==> src/rtl/rr_arb8.sv <==
// Round-robin arbiter for 8 requesters with a hold-time limit.
// All outputs are flops; the one-hot grant is registered alongside its index.
module rr_arb8 #(
  parameter int MAX_HOLD = 16,
  localparam int CW = $clog2(MAX_HOLD)
) (
  input  logic       clk,
  input  logic       rst_n,
  input  logic       en,
  input  logic [7:0] req,
  output logic [7:0] gnt,
  output logic [2:0] gnt_idx,
  output logic       gnt_vld
);

  typedef enum logic {IDLE = 1'b0, GRANT = 1'b1} state_t;

  state_t        state_q;
  logic [2:0]    ptr_q;
  logic [2:0]    idx_q;
  logic          vld_q;
  logic [7:0]    gnt_q;
  logic [CW-1:0] hold_q;

  logic [7:0] own;
  logic [7:0] others;
  logic [2:0] sel_idle;
  logic [2:0] sel_rel;
  logic [2:0] sel_pre;
  logic       timeout;

  // First set bit of v, scanning upward from (p+1) and wrapping 7->0.
  function automatic logic [2:0] search(input logic [7:0] v, input logic [2:0] p);
    logic [2:0] j;
    logic       found;
    search = p;
    found  = 1'b0;
    for (int k = 1; k <= 8; k++) begin
      j = p + 3'(k);
      if (!found && v[j]) begin
        search = j;
        found  = 1'b1;
      end
    end
  endfunction

  assign own      = 8'h01 << idx_q;
  assign others   = req & ~own;
  assign sel_idle = search(req, ptr_q);
  assign sel_rel  = search(req, idx_q);
  assign sel_pre  = search(others, idx_q);
  assign timeout  = (hold_q == CW'(MAX_HOLD - 1));

  always_ff @(posedge clk or negedge rst_n) begin
    if (!rst_n) begin
      state_q <= IDLE;
      ptr_q   <= 3'd7;
      idx_q   <= 3'd0;
      vld_q   <= 1'b0;
      gnt_q   <= 8'h00;
      hold_q  <= '0;
    end else begin
      case (state_q)
        IDLE: begin
          if (en && |req) begin
            state_q <= GRANT;
            idx_q   <= sel_idle;
            vld_q   <= 1'b1;
            gnt_q   <= 8'h01 << sel_idle;
            hold_q  <= '0;
          end
        end
        GRANT: begin
          if (!en) begin
            state_q <= IDLE;
            ptr_q   <= idx_q;
            vld_q   <= 1'b0;
            gnt_q   <= 8'h00;
          end else if (!req[idx_q]) begin
            ptr_q <= idx_q;
            if (|req) begin
              // Hand over on the same edge so there is no idle bubble.
              idx_q  <= sel_rel;
              gnt_q  <= 8'h01 << sel_rel;
              hold_q <= '0;
            end else begin
              state_q <= IDLE;
              vld_q   <= 1'b0;
              gnt_q   <= 8'h00;
            end
          end else if (timeout && |others) begin
            ptr_q  <= idx_q;
            idx_q  <= sel_pre;
            gnt_q  <= 8'h01 << sel_pre;
            hold_q <= '0;
          end else if (!timeout) begin
            hold_q <= hold_q + 1'b1;
          end
        end
        default: state_q <= IDLE;
      endcase
    end
  end

  assign gnt     = gnt_q;
  assign gnt_idx = idx_q;
  assign gnt_vld = vld_q;

endmodule
==> config.mk <==
export PLATFORM = sky130hd
export DESIGN_NAME = rr_arb8
export DESIGN_NICKNAME = d
export VERILOG_FILES = /design/src/rtl/rr_arb8.sv
export SDC_FILE = /design/constraint.sdc
export NUM_CORES = 1
export LEC_CHECK = 0
export ABC_AREA = 0
export BUFFER_PORTS_ARGS = -buffer_cell sky130_fd_sc_hd__clkbuf_2
export CORE_UTILIZATION = 52
export DETAILED_ROUTE_END_ITERATION = 6
export PLACE_DENSITY = 0.68
export SYNTH_ARGS = -nofsm -noshare
export SYNTH_HDL_FRONTEND = slang
export SYNTH_SLANG_ARGS = --single-unit
==> constraint.sdc <==
create_clock -name clk -period 9.21 [get_ports clk]
set_input_delay 1.3815 -clock clk [delete_from_list [all_inputs] [get_ports clk]]
set_output_delay 1.3815 -clock clk [all_outputs]
set_load 0.05 [all_outputs]
; ---- After elaboration in Yosys (flattened, before gate mapping)
; Cells that the tools add are included.
[totals]
out_inout_bits = 12
input_bits = 11
reg_bits = 20
[op_classes]
eq_ne = 10
muxes = 125
n_bitwise = 3
shift = 4
addsub = 15
order_cmp = 16
reduce_logical = 51
[op_table]
columns = cell, count
row1 = 2-to-1 mux 3 bit, 32
row2 = binary-select mux 1 bit (select 3 bit), 24
row3 = < comparator 3 x 4 -> 1 bit (second input constant), 16
row4 = 2-to-1 mux 1 bit, 53
row5 = 2-to-1 mux 8 bit, 5
row6 = left shift 1 x 3 -> 8 bit (first input constant), 4
row7 = adder 3 bit (second input constant), 8
row8 = 2-to-1 mux 4 bit, 6
row9 = logical AND 1 bit, 23
row10 = zero test 1 bit, 21
row11 = case mux 8 bit (2 select lines), 1
row12 = OR reduction 8 bit, 2
row13 = adder 3 x 2 -> 3 bit (second input constant), 4
row14 = bitwise AND 8 bit, 1
row15 = inequality test 4 x 3 -> 1 bit (second input constant), 2
row16 = inverter 8 bit, 1
row17 = case mux 4 bit (2 select lines), 1
row18 = AND reduction 4 bit, 2
row19 = adder 3 x 1 -> 3 bit (second input constant), 2
row20 = inequality test 3 x 2 -> 1 bit (second input constant), 2
row21 = inequality test 3 bit (second input constant), 2
row22 = case mux 3 bit (2 select lines), 1
row23 = adder 4 x 1 -> 4 bit (second input constant), 1
row24 = == test 4 bit (second input constant), 1
row25 = 6 further kinds, 9

; ---- Longest topological paths before layout
[depth]
depth_word = 32
ltp_mapped = 15
ltp_nobuf = 11

; ---- Worst setup path after synthesis
; OpenSTA, ideal clock, no wires.
[synth_timing]
path_kind = reg2reg
start = register idx_q[1] (netlist: gnt_idx[1])
end = register gnt_q[7] (netlist: gnt[7])
arrival_ns = 3.953
path_slack_ns = 5.167
n_path_buf = 4
path_stages_with_launch = 15
setup_time_ns = 0.090
required_ns = 9.120
cell_sequence = dfrtp_1 > buf_2 > inv_1 > buf_2 > ha_1 > buf_4 > buf_4 > mux4_2 > mux2_2 > nor3_2 > and3_4 > nor4b_2 > a211o_2 > or4b_1 > o221ai_1
[synth_between]
elab_chain_len = 32
[synth_lines]
columns = element, line_no
row1 = from (decl), 20  ; logic [2:0] idx_q;
row2 = from (signal assigned), 67  ; idx_q <= sel_idle;
row3 = from (signal assigned), 83  ; idx_q <= sel_rel;
row4 = from (signal assigned), 93  ; idx_q <= sel_pre;
row5 = branches (longest 32 deep; another with adder 3 x 1 -> 3 bit), --
row6 = to (signal assigned), 69  ; gnt_q <= 8'h01 << sel_idle;
row7 = to (signal assigned), 84  ; gnt_q <= 8'h01 << sel_rel;
row8 = to (signal assigned), 94  ; gnt_q <= 8'h01 << sel_pre;
row9 = to (decl), 22  ; logic [7:0] gnt_q;
; Parallel ways; which one is timed is not known. The select of a mux whose other input is x is not followed.
; A chain may end at the register's enable or synchronous reset.

; ---- Worst setup path in the final report
; Ends and elaborated chain as after synthesis.

==> results_dict.tcl <==
set metrics [dict create \
    rows 30 \
    yosysSeqAreaShare_pct 13.8 \
    dp_hpwl_mm 7.19 \
    initial_utilization_pct 53.9 \
    clockBufferDepth 2 \
    clk_pin_slew_ns 0.08 \
    synth.largest_area_cell "mux4_2" \
    syn_area_per_cell_um2 8.72 \
    grt_max_degree 29 \
    fin_crit_sh_pct 49.7 \
    finalSetupTns_ns 0 \
    synthArstFlopShare_pct 100 \
    start_kind "register" \
    ys_ff_latch 20 \
    critPathSlowestCell "ha_1" \
    clockRootBuffer "clkbuf_8" \
    hp-class "reg -> reg" \
    wl_mm 10.0 \
    wire_per_inst_um 19.6 \
    worst_pin_slew_ns 0.912 \
    drive_gt1_share_pct 21.6 \
    die_h_um 85.9 \
    fillCellCount 643 \
    ios 23 \
    synth_compound_area_share_pct 26.0 \
    drt_first_pass_iters 5 \
    max_freq_mhz 219 \
    synth-edff-count 0 \
    cts_tree "built" \
    die_x_um 85.9 \
    synthAdderAreaFrac_pct 3.69 \
    nets 438 \
    place.gp.congestion 0.940 \
    synth_common_cells "nand2_1 (48), mux4_2 (26), nor2_1 (26)" \
    cts_hold_buf 0 \
    cp-end-kind "register" \
    synth_top_area_share_pct 16.0 \
    syn_to_final_growth_pct 4.00 \
    grt_setup_unrepaired "no" \
    grt_pass1_vias 3256 \
    syn_nets 441 \
    setup-violations-final 0 \
    n_antenna_cell 0 \
    reg2reg_slack_ns 4.64 \
    portBuffers 22 \
    finalCriticalPeriod_ns 4.57 \
    cts.sinks 20 \
    drc 0 \
    critical_path_required_ns 9.39 \
    muxShareOfSynthArea_pct 27.9 \
    core_region_area_um2 6790 \
    synthDistinctLibCells 80 \
    cts-buffers-inserted 3 \
    synth_top_family_by_area "multiplexers" \
    yosysWarningCount 0 \
    slew_viol_final 0 \
    synth_ff_type "dfrtp_1" \
    cts-resized-gates 0 \
    crit_type "reg -> reg" \
    synth_xor_area_share_pct 2.60 \
    status "finished, final reports clean" \
    antenna_found_initial 0 \
    syn_inst 420 \
    post_cts_buffers 0 \
    synth_area_um2 3660 \
    maxCapViolCount 0 \
    ant_nets 0 \
    cp_cell_sequence "buf_4, inv_1, ha_1, mux4_2, mux2i_1, o21a_1, nand2_1, a31oi_1, o21ai_1, or4b_1, o221ai_1" \
    gr-usage-all-layers_pct 27.5 \
    arrival_ns 4.75 \
    dieArea_um2 7380 \
    synthTopCellsByArea "mux4_2 (16%), dfrtp_1 (12%), mux2i_1 (5.2%), nand2_1 (4.9%), mux2_2 (4.0%)" \
    htree_levels 1 \
    synthSimpleGateAreaFrac_pct 20.0 \
    slew_headroom_pct 39.2 \
    synthMostInstantiatedCell "nand2_1" \
    grt_remaining_overflow 0 \
    skew_ns 0.00482 \
    vias 3510 \
    grt_pass1_wl_mm 16.3 \
    vias_per_cell 6.86 \
    crit_path_max_fanout 24 \
    finalHoldViolCount 0 \
    drt-initial-drc-count 319 \
    cp_slowest_stage_delay_ns 1.00 \
    clk_latency_ns 0.26 \
]
-- logic make-up (layout without fill, tap and decap cells) --
kind of cell,count (synthesis),in the layout
simple gates,140,140
compound gates,129,129
mux,62,62
buf+inv,48,44
flops,20,20
fa+ha+maj,11,11
xor+xnor,10,10
-- registers in the layout (all words and copies together), names as in the netlist --
signal	flops
gnt_idx	3
gnt	8
hold_q	4
ptr_q	3
gnt_vld	1
state_q	1
-- cells in the final DEF (no fill, tap or decap), types with 3 or more instances in the layout --
cell and n:
nand4_1 7, nor2_1 26, o21ai_0 20, nor3_1 7
nand2b_1 12, nor2b_1 7, dfrtp_1 17, inv_1 14
nand2_1 48, mux4_1 3, a22oi_1 6, clkbuf_2 22
a21oi_1 21, nor3b_1 3, and2_1 6, clkbuf_8 4
mux2_2 13, a22o_1 7, o2bb2ai_1 4, a311o_1 3
mux2i_1 19, o211ai_1 7, nor4_1 4, dfstp_2 3
xnor2_1 8, a32oi_1 5, a21o_1 3, buf_4 3
and3_1 3, a211oi_1 5, mux4_2 26, o31ai_1 5
o22ai_1 9, ha_1 10
-- metrics by stage --
step	util (%)	worst slack, ns	hold slack, ns	area [um^2]	cells
2_1_floorplan	-	5.17	0.493	3660	420
3_3_place_gp	55.3	4.73	0.478	3750	508
3_5_place_dp	55.3	4.72	0.488	3750	508
4_1_cts	56.1	4.71	0.506	3810	512
5_1_grt	56.1	4.31	0.536	3810	512
6_report	56.1	4.64	0.499	3810	512
-- path summary, 6_finish.rpt --
path,from,to,cells past startpoint
setup / recovery,gnt_idx[1]$_DFFE_PN0P_,gnt[7]$_DFFE_PN0P_,11
min in group asynchronous,rst_n,hold_q[0]$_DFFE_PN0P_,1
max in group asynchronous,rst_n,ptr_q[2]$_DFFE_PN1P_,1
hold reg to reg,gnt[1]$_DFFE_PN0P_,gnt[1]$_DFFE_PN0P_,2
hold / removal,gnt[1]$_DFFE_PN0P_,gnt[1]$_DFFE_PN0P_,2
setup reg to reg,gnt_idx[1]$_DFFE_PN0P_,gnt[7]$_DFFE_PN0P_,11
-- cell type report --
class | instances | area (um^2) | share of cell area (%)
multi-input combinational | 352 | 2940 | 77.2
sequential | 20 | 504 | 13.2
timing repair buffer | 25 | 133 | 3.48
tap | 96 | 120 | 3.15
inverter | 15 | 56.3 | 1.48
clock buffer | 4 | 55.1 | 1.44
-- worst max-delay path: cells and delay by family (launching register included) --
kind	cells	cell delay [ns]
fa+ha+maj	1	1.00
mux	2	0.99
compound gates	4	0.88
simple gates	2	0.67
buf+inv	2	0.62
flops	1	0.33
-- metal layers --
layer	GRT usage [%]	vias up	wire [um]
met1	38.4	1693	4400
li1	-	1639	-
met4	4.09	0	91
met3	5.29	12	783
met2	45.2	166	4770
met5	0	-	0
Power is left out: the tool's default activity adds up to more than one toggle a clock period on the data nets, which glitch-free logic cannot reach.
